$ cat config.mk
export PLATFORM = sky130hd
export DESIGN_NAME = spi_accel_target
export DESIGN_NICKNAME = d
export VERILOG_FILES = /design/src/rtl/spi_accel_target.sv
export SDC_FILE = /design/constraint.sdc
export NUM_CORES = 1
export LEC_CHECK = 0
export BUFFER_PORTS_ARGS = -buffer_cell sky130_fd_sc_hd__buf_2
export CAP_MARGIN = 30
export CORE_ASPECT_RATIO = 0.6
export CORE_MARGIN = 8
export CORE_UTILIZATION = 44
export CTS_CLUSTER_DIAMETER = 30
export DETAILED_ROUTE_END_ITERATION = 7
export GPL_ROUTABILITY_DRIVEN = 0
export GPL_TIMING_DRIVEN = 1
export PLACE_DENSITY_LB_ADDON = 0.25
export SYNTH_ARGS = -nofsm -noshare
export SYNTH_HDL_FRONTEND = slang
export SYNTH_SLANG_ARGS = --single-unit
$ cat constraint.sdc
create_clock -name clk -period 4.8 [get_ports clk]
set_input_delay 0.48 -clock clk [delete_from_list [all_inputs] [get_ports clk]]
set_output_delay 0.48 -clock clk [all_outputs]
set_load 0.05 [all_outputs]
$ cat src/rtl/spi_accel_target.sv
// rtl/spi_accel_target.sv - SPI mode-0 accelerometer register target, sampled in the clk domain
module spi_accel_target #(
    parameter int         NUM_REGS = 64,
    parameter logic [7:0] DEVID    = 8'hAD
) (
    input  logic       clk,
    input  logic       rst,
    input  logic       sclk,
    input  logic       cs,
    input  logic       mosi,
    output logic       miso,
    output logic       miso_oe,
    input  logic [7:0] sample_x,
    input  logic [7:0] sample_y,
    input  logic [7:0] sample_z,
    input  logic       sample_valid,
    output logic       measure
);
    localparam int         AW    = (NUM_REGS > 1) ? $clog2(NUM_REGS) : 1;
    localparam logic [8:0] NREGS = 9'(NUM_REGS);

    localparam logic [2:0] ST_IDLE   = 3'd0;
    localparam logic [2:0] ST_CMD    = 3'd1;
    localparam logic [2:0] ST_ADDR   = 3'd2;
    localparam logic [2:0] ST_WDATA  = 3'd3;
    localparam logic [2:0] ST_RDATA  = 3'd4;
    localparam logic [2:0] ST_IGNORE = 3'd5;

    localparam logic [AW-1:0] IDX_X    = AW'(8'h08);
    localparam logic [AW-1:0] IDX_Y    = AW'(8'h09);
    localparam logic [AW-1:0] IDX_Z    = AW'(8'h0A);
    localparam logic [AW-1:0] IDX_MEAS = AW'(8'h2D);

    logic [2:0] sclk_q, cs_q;
    logic [1:0] mosi_q;
    logic [7:0] regs_q [NUM_REGS];
    logic [2:0] state_q, state_d;
    logic [2:0] bit_cnt_q, bit_cnt_d;
    logic [7:0] shift_q, shift_d, addr_q, addr_d, tx_q, tx_d;
    logic       is_read_q, is_read_d, miso_q, miso_d, oe_q, oe_d, arm_q, arm_d;
    logic       pend_q;
    logic [7:0] pend_x_q, pend_y_q, pend_z_q;

    logic       sclk_rise, sclk_fall, cs_rise, cs_fall, cs_stable_hi;
    logic       byte_done, wr_en, srst, sample_ok;
    logic [7:0] rx_byte, rd_addr, rd_data;

    // Stage 2 ([1]) is the synchronized level; stage 3 ([2]) is its one-cycle history.
    assign sclk_rise    = sclk_q[1] & ~sclk_q[2];
    assign sclk_fall    = ~sclk_q[1] & sclk_q[2];
    assign cs_rise      = cs_q[1] & ~cs_q[2];
    assign cs_fall      = ~cs_q[1] & cs_q[2];
    assign cs_stable_hi = cs_q[1] & cs_q[2];

    assign rx_byte   = {shift_q[6:0], mosi_q[1]};
    assign byte_done = sclk_rise && (bit_cnt_q == 3'd7) && (state_q != ST_IDLE);
    assign srst      = cs_rise && arm_q;
    assign sample_ok = sample_valid && measure;

    assign measure = (regs_q[IDX_MEAS][1:0] == 2'b10);
    assign miso    = miso_q;
    assign miso_oe = oe_q;

    function automatic logic in_range(input logic [7:0] a);
        return {1'b0, a} < NREGS;
    endfunction

    function automatic logic writable(input logic [7:0] a);
        return in_range(a) && !(a inside {8'h00, 8'h01, 8'h08, 8'h09, 8'h0A, 8'h1F});
    endfunction

    // One read port serves both the first fetch (address byte) and burst reloads.
    assign rd_addr = (state_q == ST_ADDR) ? rx_byte : addr_q + 8'd1;
    assign rd_data = (in_range(rd_addr) && rd_addr != 8'h1F) ? regs_q[rd_addr[AW-1:0]] : 8'h00;

    always_comb begin
        state_d   = state_q;
        bit_cnt_d = bit_cnt_q;
        shift_d   = shift_q;
        addr_d    = addr_q;
        is_read_d = is_read_q;
        tx_d      = tx_q;
        miso_d    = miso_q;
        oe_d      = oe_q;
        arm_d     = arm_q;
        wr_en     = 1'b0;
        if (cs_rise) begin
            state_d = ST_IDLE;
            miso_d  = 1'b0;
            oe_d    = 1'b0;
            arm_d   = 1'b0;
        end else if (state_q == ST_IDLE) begin
            if (cs_fall) begin
                state_d   = ST_CMD;
                bit_cnt_d = 3'd0;
            end
        end else begin
            if (sclk_rise) begin
                shift_d   = rx_byte;
                bit_cnt_d = bit_cnt_q + 3'd1;
            end
            if (state_q == ST_RDATA && sclk_fall) begin
                miso_d = tx_q[7];
                tx_d   = {tx_q[6:0], 1'b0};
                oe_d   = 1'b1;
            end
            if (byte_done) begin
                case (state_q)
                    ST_CMD: begin
                        if (rx_byte == 8'h0A) begin
                            state_d   = ST_ADDR;
                            is_read_d = 1'b0;
                        end else if (rx_byte == 8'h0B) begin
                            state_d   = ST_ADDR;
                            is_read_d = 1'b1;
                        end else begin
                            state_d = ST_IGNORE;
                        end
                    end
                    ST_ADDR: begin
                        addr_d = rx_byte;
                        if (is_read_q) begin
                            tx_d    = rd_data;
                            state_d = ST_RDATA;
                        end else begin
                            state_d = ST_WDATA;
                        end
                    end
                    ST_WDATA: begin
                        wr_en  = writable(addr_q);
                        arm_d  = arm_q | (addr_q == 8'h1F && rx_byte == 8'h52);
                        addr_d = addr_q + 8'd1;
                    end
                    ST_RDATA: begin
                        addr_d = addr_q + 8'd1;
                        tx_d   = rd_data;
                    end
                    default: ;
                endcase
            end
        end
    end

    always_ff @(posedge clk) begin
        if (rst) begin
            sclk_q    <= 3'b000;
            cs_q      <= 3'b111;
            mosi_q    <= 2'b00;
            state_q   <= ST_IDLE;
            bit_cnt_q <= 3'd0;
            shift_q   <= 8'h00;
            addr_q    <= 8'h00;
            is_read_q <= 1'b0;
            tx_q      <= 8'h00;
            miso_q    <= 1'b0;
            oe_q      <= 1'b0;
            arm_q     <= 1'b0;
        end else begin
            sclk_q    <= {sclk_q[1:0], sclk};
            cs_q      <= {cs_q[1:0], cs};
            mosi_q    <= {mosi_q[0], mosi};
            state_q   <= state_d;
            bit_cnt_q <= bit_cnt_d;
            shift_q   <= shift_d;
            addr_q    <= addr_d;
            is_read_q <= is_read_d;
            tx_q      <= tx_d;
            miso_q    <= miso_d;
            oe_q      <= oe_d;
            arm_q     <= arm_d;
        end
    end

    // Samples landing while cs is low (or on its rising edge) wait in the pending buffer.
    always_ff @(posedge clk) begin
        if (rst || srst) begin
            for (int i = 0; i < NUM_REGS; i++) begin
                regs_q[i] <= (i == 0) ? DEVID : (i == 1) ? 8'h1D : 8'h00;
            end
            pend_q   <= 1'b0;
            pend_x_q <= 8'h00;
            pend_y_q <= 8'h00;
            pend_z_q <= 8'h00;
        end else begin
            if (wr_en) begin
                regs_q[addr_q[AW-1:0]] <= rx_byte;
            end
            if (sample_ok && cs_stable_hi) begin
                regs_q[IDX_X] <= sample_x;
                regs_q[IDX_Y] <= sample_y;
                regs_q[IDX_Z] <= sample_z;
                pend_q        <= 1'b0;
            end else if (sample_ok) begin
                pend_q   <= 1'b1;
                pend_x_q <= sample_x;
                pend_y_q <= sample_y;
                pend_z_q <= sample_z;
            end else if (pend_q && cs_stable_hi) begin
                regs_q[IDX_X] <= pend_x_q;
                regs_q[IDX_Y] <= pend_y_q;
                regs_q[IDX_Z] <= pend_z_q;
                pend_q        <= 1'b0;
            end
        end
    end
endmodule

# Yosys cells after proc, flatten, opt, wreduce, memory -nomap -nowiden
# Memories as Yosys holds them, arrays and structs flattened.
# Cells that the tools add are included.
[word_totals]
register_bits = 66
latchBits = 0
ram_bits = 512
rom_bits = 0
in_bits = 30
memories = 1
[memory_table]
columns = ["memory", "words", "width", "read_ports", "rd_clocked_by_memory_dff", "write_ports", "line", "rtl"]
rows = [
  ["regs_q", 64, 8, 2, 0, 64, "36", "logic [7:0] regs_q [NUM_REGS];"],
]
[classes]
n_addsub = 2
mul = 0
div = 0
magnitude_cmp = 2
eq_ne = 16
n_shift = 0
n_mux = 47
n_bitwise = 19
reduce_logical = 35
[ops]
columns = ["op", "count"]
rows = [
  ["$mux W8", 12],
  ["$eq A8 B4 Y1 const B", 5],
  ["$pmux W8 S2", 2],
  ["$mux W3", 9],
  ["$mux W1", 22],
  ["$lt A8 B7 Y1 const B", 2],
  ["$reduce_and A3 Y1", 4],
  ["$logic_and A1 B1 Y1", 10],
  ["$reduce_bool A2 Y1", 5],
  ["$add A8 B1 Y8 const B", 1],
  ["$eq A8 B1 Y1 const B", 1],
  ["$eq A8 B5 Y1 const B", 1],
  ["$eq A8 B7 Y1 const B", 1],
  ["$logic_not A8 Y1", 1],
  ["$ne A8 B5 Y1 const B", 1],
  ["$reduce_or A8 Y1", 1],
  ["$not A1 Y1", 7],
  ["$or A1 B1 Y1", 7],
  ["$eq A3 B2 Y1 const B", 2],
  ["$eq A3 B3 Y1 const B", 2],
  ["$mux W6", 1],
  ["$pmux W3 S2", 1],
  ["$reduce_and A2 Y1", 3],
  ["$reduce_bool A3 Y1", 2],
  ["12 further kinds", 18],
]

# Longest topological paths before layout
# Gate-level depths: netlist of run 1.
[depth]
word_depth = 13
ltp_mapped = 13
ltp_nobuf = 9

# Worst setup path before layout of run 1
# OpenSTA, ideal clock, no wires.
[synth_timing]
path_type = "register -> register"
start = "reg addr_q[0]"
end = "mem regs_q[17][0], enable pin"
setup_time_ps = 384
arrival_time_ps = 3026
t_required_ps = 4416
setup_slack_ps = 1390
path_stages_with_launch = 13
path_buffers = 4
cell_sequence = "dfxtp_1 buf_2 inv_2 buf_1 ha_1 a211oi_1 nor4_1 and4bb_2 nand2_1 or3_1 clkbuf_1 clkbuf_1 o21ai_0"
[synth_rtl]
columns = ["item", "line", "rtl"]
rows = [
  ["from (decl)", "39", "logic [7:0] shift_q, shift_d, addr_q, addr_d, tx_q, tx_d;"],
  ["from (signal assigned)", "165", "addr_q <= addr_d;"],
  ["to (decl)", "36", ""],
]

# Final worst setup path of run 1
[layout_timing]
start = "reg addr_q[0]"
end = "reg tx_q[6]"
[layout_via]
elab_chain_cells = 8
elab_cells_between_ends = 10
cone_classes = "1 x add/sub; 1 x order compare; 1 x eq/ne; 5 x mux; 1 x reduce/logical; 1 x memory"
[layout_lines]
columns = ["item", "line", "rtl"]
rows = [
  ["$add A8 B1 Y8 *", "73", "assign rd_addr = (state_q == ST_ADDR) ? rx_byte : addr_q + 8'd1;"],
  ["$mux W8 *", "73", ""],
  ["parallel branches: the longest is 2 deep, another holds $mem_v2 Z64 W8", "n/a", ""],
  ["$mux W8 *", "74", "assign rd_data = (in_range(rd_addr) && rd_addr != 8'h1F) ? regs_q[rd_addr[AW-1:0]] : 8'h00;"],
  ["$mux W8", "122", "if (is_read_q) begin"],
  ["$pmux W8 S2 *", "108", "case (state_q)"],
  ["$mux W8 *", "107", "if (byte_done) begin"],
  ["to (signal assigned)", "167", "tx_q <= tx_d;"],
  ["to (decl)", "39", ""],
]
# Every way passes the cells marked *.
# A chain may end at the register's enable or synchronous reset.

==> results of run 1 <==
## worst max-delay path, delay by kind of cell, from the launching register on
kind	cells	cell delay, ns
DFF	1	0.59
and+or+nand+nor	1	0.13
buffers and inverters	4	1.00
AOI/OAI and AO/OA	5	2.00
## state kept, by name, indices dropped and copies added, names as in the netlist, 7 cells and up
| name | cells |
|---|---|
| regs_q | 512 |
| addr_q | 8 |
| pend_x_q | 8 |
| pend_y_q | 8 |
| pend_z_q | 8 |
| tx_q | 8 |
| shift_q | 7 |
## path summary, 6_finish.rpt
| kind | start | endpoint | slack (ns) | cells past startpoint |
|---|---|---|---|---|
| max | addr_q[0] | tx_q[6] | 0.90 | 10 |
| max reg2reg | addr_q[0] | tx_q[6] | 0.90 | 10 |
| min reg2reg | cs_q[0] | cs_q[1] | 0.41 | 1 |
| min | mosi | mosi_q[0] | 0.05 | 2 |
## routing by layer
layer | vias up | routed length [um] | share of wire [%]
met3 | 144 | 11070 | 13
met1 | 10350 | 39010 | 45
met4 | 0 | 1677 | 1.9
met5 | - | 0 | 0
li1 | 9144 | - | -
met2 | 1248 | 34340 | 40
## area by class of cell
type	count	area, sq um	share of cell area [%]
clock inverters	78	1028	3.142
inverters	8	30.03	0.09174
repair buffers	154	1081	3.303
diodes	1	2.502	0.007645
well taps	839	1050	3.207
multi-input cells	1711	10580	32.31
clock buffers	92	2260	6.903
flip-flops and latches	578	16710	51.04
## cells by family (layout without fill, tap and decap cells)
family | Yosys count | after routing | share of synthesized area [%]
flip-flops | 578 | 578 | 59.31
XOR/XNOR | 7 | 7 | 0.2178
AO/OA/AOI/OAI | 407 | 407 | 10.18
multiplexers | 154 | 154 | 5.742
adder cells (fa/ha/maj) | 6 | 6 | 0.2667
other | 0 | 1 | 0
buffers and inverters | 218 | 332 | 3.325
AND/OR/NAND/NOR | 1137 | 1137 | 20.96
## cells in the final DEF, fill, tap and decap left out, types with 11 or more instances in the layout
master,n
a211oi_1,34
a21oi_1,88
a22oi_1,13
a311oi_1,28
a31oi_1,19
a32oi_1,27
and2_1,472
and3_1,13
buf_2,69
buf_4,75
bufinv_16,15
clkbuf_16,90
clkinv_2,15
clkinv_4,13
dfxtp_1,58
edfxtp_1,512
inv_6,12
mux2_2,42
mux2i_1,108
nand2_1,349
nand3_1,89
nand4_1,22
nor2_1,110
nor3_1,14
o211a_1,32
o211ai_1,11
o21ai_0,74
o21bai_1,12
o22ai_1,11
or3_1,14
## metrics by stage
stage | hold WS, ns | setup slack [ns] | total power, mW
floorplan | 0.3895 | 1.390 | 5.934
finish | 0.04600 | 0.9031 | 13.01
global route | 0.07153 | 0.6405 | 13.33
global placement | 0.3947 | 0.8284 | 6.064
detailed placement | 0.3972 | 0.9045 | 6.086
CTS | 0.02449 | 0.8815 | 13.06
## power by group through the flow
stage / Clock (mW) / Sequential, mW / Combinational, mW
floorplan: 0 / 5.75 / 0.180
global placement: 0 / 5.78 / 0.285
detailed placement: 0 / 5.78 / 0.310
CTS: 7.07 / 5.68 / 0.313
global route: 7.30 / 5.69 / 0.345
finish: 7.02 / 5.68 / 0.319
## what timing repair did
| action | 4_1_cts | 5_1_grt |
|---|---|---|
| endpoints found under the hold margin | 1 | 0 |
| hold buffers | 1 | 0 |
| endpoints found under the setup margin | 0 | 0 |
==> impl_metrics.py, run 1 <==
metrics = {
    "outcome": {
        "outcome": "completed",
    },
    "timing": {
        "final_min_period_over_clock_period_pct": 81.19,
        "drv_slew": 0,
        "min_period_ns": 3.897,
        "worst_pin_slew_ns": 1.104,
        "setup-tns-final_ns": 0,
        "fmax_ghz": 0.2566,
        "hold_viol": 0,
        "maxSlewHeadroom_pct": 25.77,
        "finalSetupViolCount": 0,
        "clock_skew_ns": 0.02774,
        "rsz0062_at_grt": "no",
    },
    "placed_design": {
        "place_area_sq_um": 29350,
        "dp_hpwl_um": 55900,
        "numPortBuffers": 32,
        "dp_cells": 3279,
    },
    "synthesis": {
        "yosysMostFrequentCell": "edfxtp_1",
        "dominantRegCellSynth": "edfxtp_1",
        "synth_cells": 2507,
        "syn_avg_cell_area_sq_um": 11.23,
        "synth_seq_cells": 578,
        "synth.top_cells.by_count": "edfxtp_1, and2_1, nand2_1, clkbuf_1, nor2_1",
        "netlist.area_leader.share_pct": 54.62,
        "syn_area_sq_um": 28150,
        "syn_nets": 2543,
        "async_flop_share_pct": 0,
        "yosysWarnings": 0,
        "synth.area.top_cells": "edfxtp_1, and2_1, dfxtp_1",
        "synth_area_leader_cell": "edfxtp_1",
        "synthDistinctLibCells": 72,
        "synth_edf_count": 512,
        "ys_seq_area_share_pct": 59.31,
    },
    "critical_path": {
        "worstPathMaxFanout": 87,
        "worstPathRequired_ns": 5.36,
        "crit_type": "reg -> reg",
        "start_kind": "flip-flop",
        "cp_data_arrival_time_ns": 4.46,
        "critical_path.max_stage_delay_ns": 0.62,
        "cpMaxStageDelayCell": "a221oi_1",
        "path_cells": "inv_2, buf_4, o21ai_4, buf_16, buf_12, a21oi_1, a221oi_1, o21ai_0, a211o_1, nand4_1",
        "end_kind": "flip-flop",
    },
    "power_and_ir_drop": {
        "internal_power_mw": 10.08,
        "p_seq_share_pct": 43.6,
        "ir_drop_mv": 0.2646,
        "p_per_area_nw_per_um2": 397.5,
        "comb_power_share_pct": 2.5,
        "p_sw_share_pct": 22.56,
        "clkPwrFrac_pct": 53.9,
        "p_switching_mw": 2.936,
        "power_leakage_nw": 12.36,
    },
    "final_layout": {
        "area_delta_synth_final_pct": 16.28,
        "fillers": 5379,
        "final_util_pct": 51.97,
        "drive_above_1_share_pct": 14.92,
        "fin_nets": 2579,
        "final_cells": 3461,
        "stdcell_area_sq_um": 32730,
    },
    "die": {
        "die-area_sq_um": 72590,
        "start_util_pct": 44.69,
        "core_sq_um": 62980,
        "die_height_um": 211.9,
        "die_w_um": 342.5,
        "ios": 33,
        "num_rows": 71,
    },
    "global_routing": {
        "grt_max_degree": 107,
        "grt_use_total_pct": 23.32,
        "grt_pass1_vias": 19730,
        "use_met2_pct": 31.69,
        "overflow": 0,
        "grt.met1_usage_pct": 35.82,
        "gr-usage-met3_pct": 7.020,
        "busiest_layer": "met1",
        "antenna_found_initial": 2,
        "grt_pass1_wl_um": 128200,
    },
    "clocking": {
        "htreeDepth": 3,
        "cts_root_buffer": "clkbuf_16",
        "cts.sinks": 578,
        "clkSlewWorstSetupHoldPaths_ns": 0.06,
        "cts_tree": "built",
        "cts_setup_buffers": 0,
        "cts_buffers": 90,
        "cts_resized": 0,
        "clk_path_buf_depth": 3,
        "clk_latency_ns": 0.65,
    },
    "routing": {
        "avgRoutedWirePerCell_um": 24.88,
        "wirelength_um": 86100,
        "drtIter0Drc": 2743,
        "via_per_inst": 6.035,
        "ant_nets": 0,
        "first_pass_iters": 6,
        "via_count": 20890,
        "drc": 0,
    },
    "flow_run": {
        "maxCapViolations": 0,
    },
    "hold_path": {
        "hp-class": "in -> reg",
    },
}
Note: power is estimated with default switching activity, not from simulation.
==> run 2, diff against run 1 <==
==> constraint.sdc (replaced) <==
create_clock -name clk -period 3.3 [get_ports clk]
set_input_delay 0.33 -clock clk [delete_from_list [all_inputs] [get_ports clk]]
set_output_delay 0.33 -clock clk [all_outputs]
set_load 0.05 [all_outputs]
==> run 2 against run 1 <==
  * The run now ends with negative setup slack left
  * Wire length is 5.3% higher
  * Design area up 2.3%
  * Fmax grew 17%
  * First-iteration DRC count increased by 10%
  * Hold slack improved by 0.16 ns
  * Cell count increased by 2.7%
  * Worst setup slack got worse by 0.94 ns
  * Core utilization increased by 1.2 points
  * Critical endpoint is now tx_q[3]
  * Largest power group unchanged
==> impl_metrics.py, run 2 (same netlist as run 1, synthesis figures left out) <==
metrics = {
    "timing": {
        "fin_ws_ns": -0.03465,
        "maxSlewHeadroom_pct": 26.14,
        "setup-tns-final_ns": -0.05028,
        "holdWs_ns": 0.2019,
        "worst_pin_slew_ns": 1.096,
        "min_period_ns": 3.335,
        "drv_slew": 0,
        "final_min_period_over_clock_period_pct": 101.1,
        "fmax_ghz": 0.2999,
        "hold_viol": 0,
        "rsz0062_at_grt": "yes",
        "finalSetupViolCount": 2,
        "clock_skew_ns": 0.02321,
    },
    "routing": {
        "avgRoutedWirePerCell_um": 25.50,
        "drtIter0Drc": 3027,
        "ant_nets": 0,
        "via_per_inst": 5.976,
        "drc": 0,
        "via_count": 21250,
        "first_pass_iters": 6,
        "wirelength_um": 90680,
    },
    "global_routing": {
        "overflow": 0,
        "antenna_found_initial": 7,
        "grt_max_degree": 69,
        "grt_pass1_vias": 20010,
        "grt_use_total_pct": 24.51,
        "grt_pass1_wl_um": 133400,
    },
    "clocking": {
        "clk_path_buf_depth": 3,
        "cts.sinks": 578,
        "cts_buffers": 85,
        "clkSlewWorstSetupHoldPaths_ns": 0.06,
        "htreeDepth": 3,
        "cts_root_buffer": "clkbuf_16",
        "clk_latency_ns": 0.64,
        "cts_tree": "built",
    },
    "power_and_ir_drop": {
        "ir_drop_mv": 0.3526,
        "power_leakage_nw": 12.72,
        "p_per_area_nw_per_um2": 536.4,
    },
    "die": {
        "start_util_pct": 44.69,
        "die_height_um": 211.9,
        "ios": 33,
        "die_w_um": 342.5,
        "die-area_sq_um": 72590,
        "core_sq_um": 62980,
        "num_rows": 71,
    },
    "critical_path": {
        "cpLargestDelayFamily": "simple AND/OR/NAND/NOR gates",
        "cpMostUsedCell": "buf_12",
        "cpMaxStageDelayCell": "or3b_1",
        "worstPathMaxFanout": 27,
        "cp_data_arrival_time_ns": 3.87,
        "crit_type": "reg -> reg",
        "path_cells": "or3b_1, buf_4, a21boi_4, buf_12, buf_12, mux2i_1, a32oi_1, nand4_1, and4_1, o2111ai_1",
        "worst-path-buf-inv": 3,
        "end_kind": "flip-flop",
        "worstPathRequired_ns": 3.84,
        "critical_path.max_stage_delay_ns": 0.50,
        "start_kind": "flip-flop",
    },
    "final_layout": {
        "regMostFlops": "regs_q",
        "fin_nets": 2680,
        "final_common_cell": "edfxtp_1",
        "fillers": 5327,
        "area_delta_synth_final_pct": 18.96,
        "largest_reg_flops": 512,
        "most-common-layout-cells": "edfxtp_1, and2_1, nand2_1",
        "drive_above_1_share_pct": 17.13,
        "stdcell_area_sq_um": 33490,
    },
    "outcome": {
        "violations": "negative setup slack",
        "outcome": "finished, violations left",
    },
    "flow_run": {
        "maxCapViolations": 0,
    },
    "placed_design": {
        "dp_hpwl_um": 60950,
        "place_area_sq_um": 30210,
        "numPortBuffers": 32,
    },
    "hold_path": {
        "hp-class": "in -> reg",
    },
}
## run 2: area by class of cell
cell class / instances / area [sq um] / share of cell area, %
clock buffers: 91 / 2171 / 6.482
diodes: 2 / 5.005 / 0.01494
multi-input cells: 1711 / 10640 / 31.78
repair buffers: 260 / 2186 / 6.527
inverters: 8 / 30.03 / 0.08967
clock inverters: 67 / 698.2 / 2.085
flip-flops and latches: 578 / 16710 / 49.89
well taps: 839 / 1050 / 3.135
## run 2: metrics by stage
stage / utilization, % / instances / total power, mW / setup WS, ns
detailed placement: 47.97 / 3361 / 8.875 / -0.02299
global route: 53.17 / 3555 / 18.39 / -0.04195
CTS: 52.98 / 3548 / 18.00 / 0.02943
floorplan: - / 2507 / 8.632 / -0.1105
finish: 53.17 / 3556 / 17.96 / -0.03465
global placement: 47.92 / 3355 / 8.858 / 0.007234
## run 2: timing repair
item,4_1_cts,5_1_grt
buffers inserted,2,3
pin swaps,1,1
gates resized for setup,1,15
endpoints found under the hold margin,27,0
endpoints found under the setup margin,3,57
hold buffers,27,0
## run 2: worst paths after layout
kind                              startpoint      end  slack [ns]  cells past startpoint
worst max-delay path              state_q[2]  tx_q[3]       -0.03                     10
worst min-delay path            sample_valid   pend_q        0.20                      4
worst max register to register    state_q[2]  tx_q[3]       -0.03                     10
worst min register to register       cs_q[0]  cs_q[1]        0.41                      1
## run 2: worst reg2reg max path: cells and delay by family (launching register included)
family / cells / cell delay (ns)
muxes: 1 / 0.13
buffers and inverters: 3 / 0.73
AOI/OAI and AO/OA: 3 / 0.78
DFF: 1 / 0.33
and+or+nand+nor: 3 / 1.29
## run 2: metal layers
| layer | vias up | wire length, um | track usage [%] |
|---|---|---|---|
| met5 | - | 208 | 1.813 |
| li1 | 9340 | - | - |
| met2 | 1306 | 34590 | 31.19 |
| met4 | 10 | 1901 | 6.224 |
| met1 | 10450 | 40850 | 37.75 |
| met3 | 144 | 13140 | 9.503 |
## run 2: power by group
group	switching (mW)	leakage, nW	internal [mW]	total, mW
Clock	3.58	1.37	5.62	9.19
Sequential	0.0884	5.48	8.17	8.26
Combinational	0.332	5.86	0.177	0.509
Total	4.00	12.7	14.0	18.0
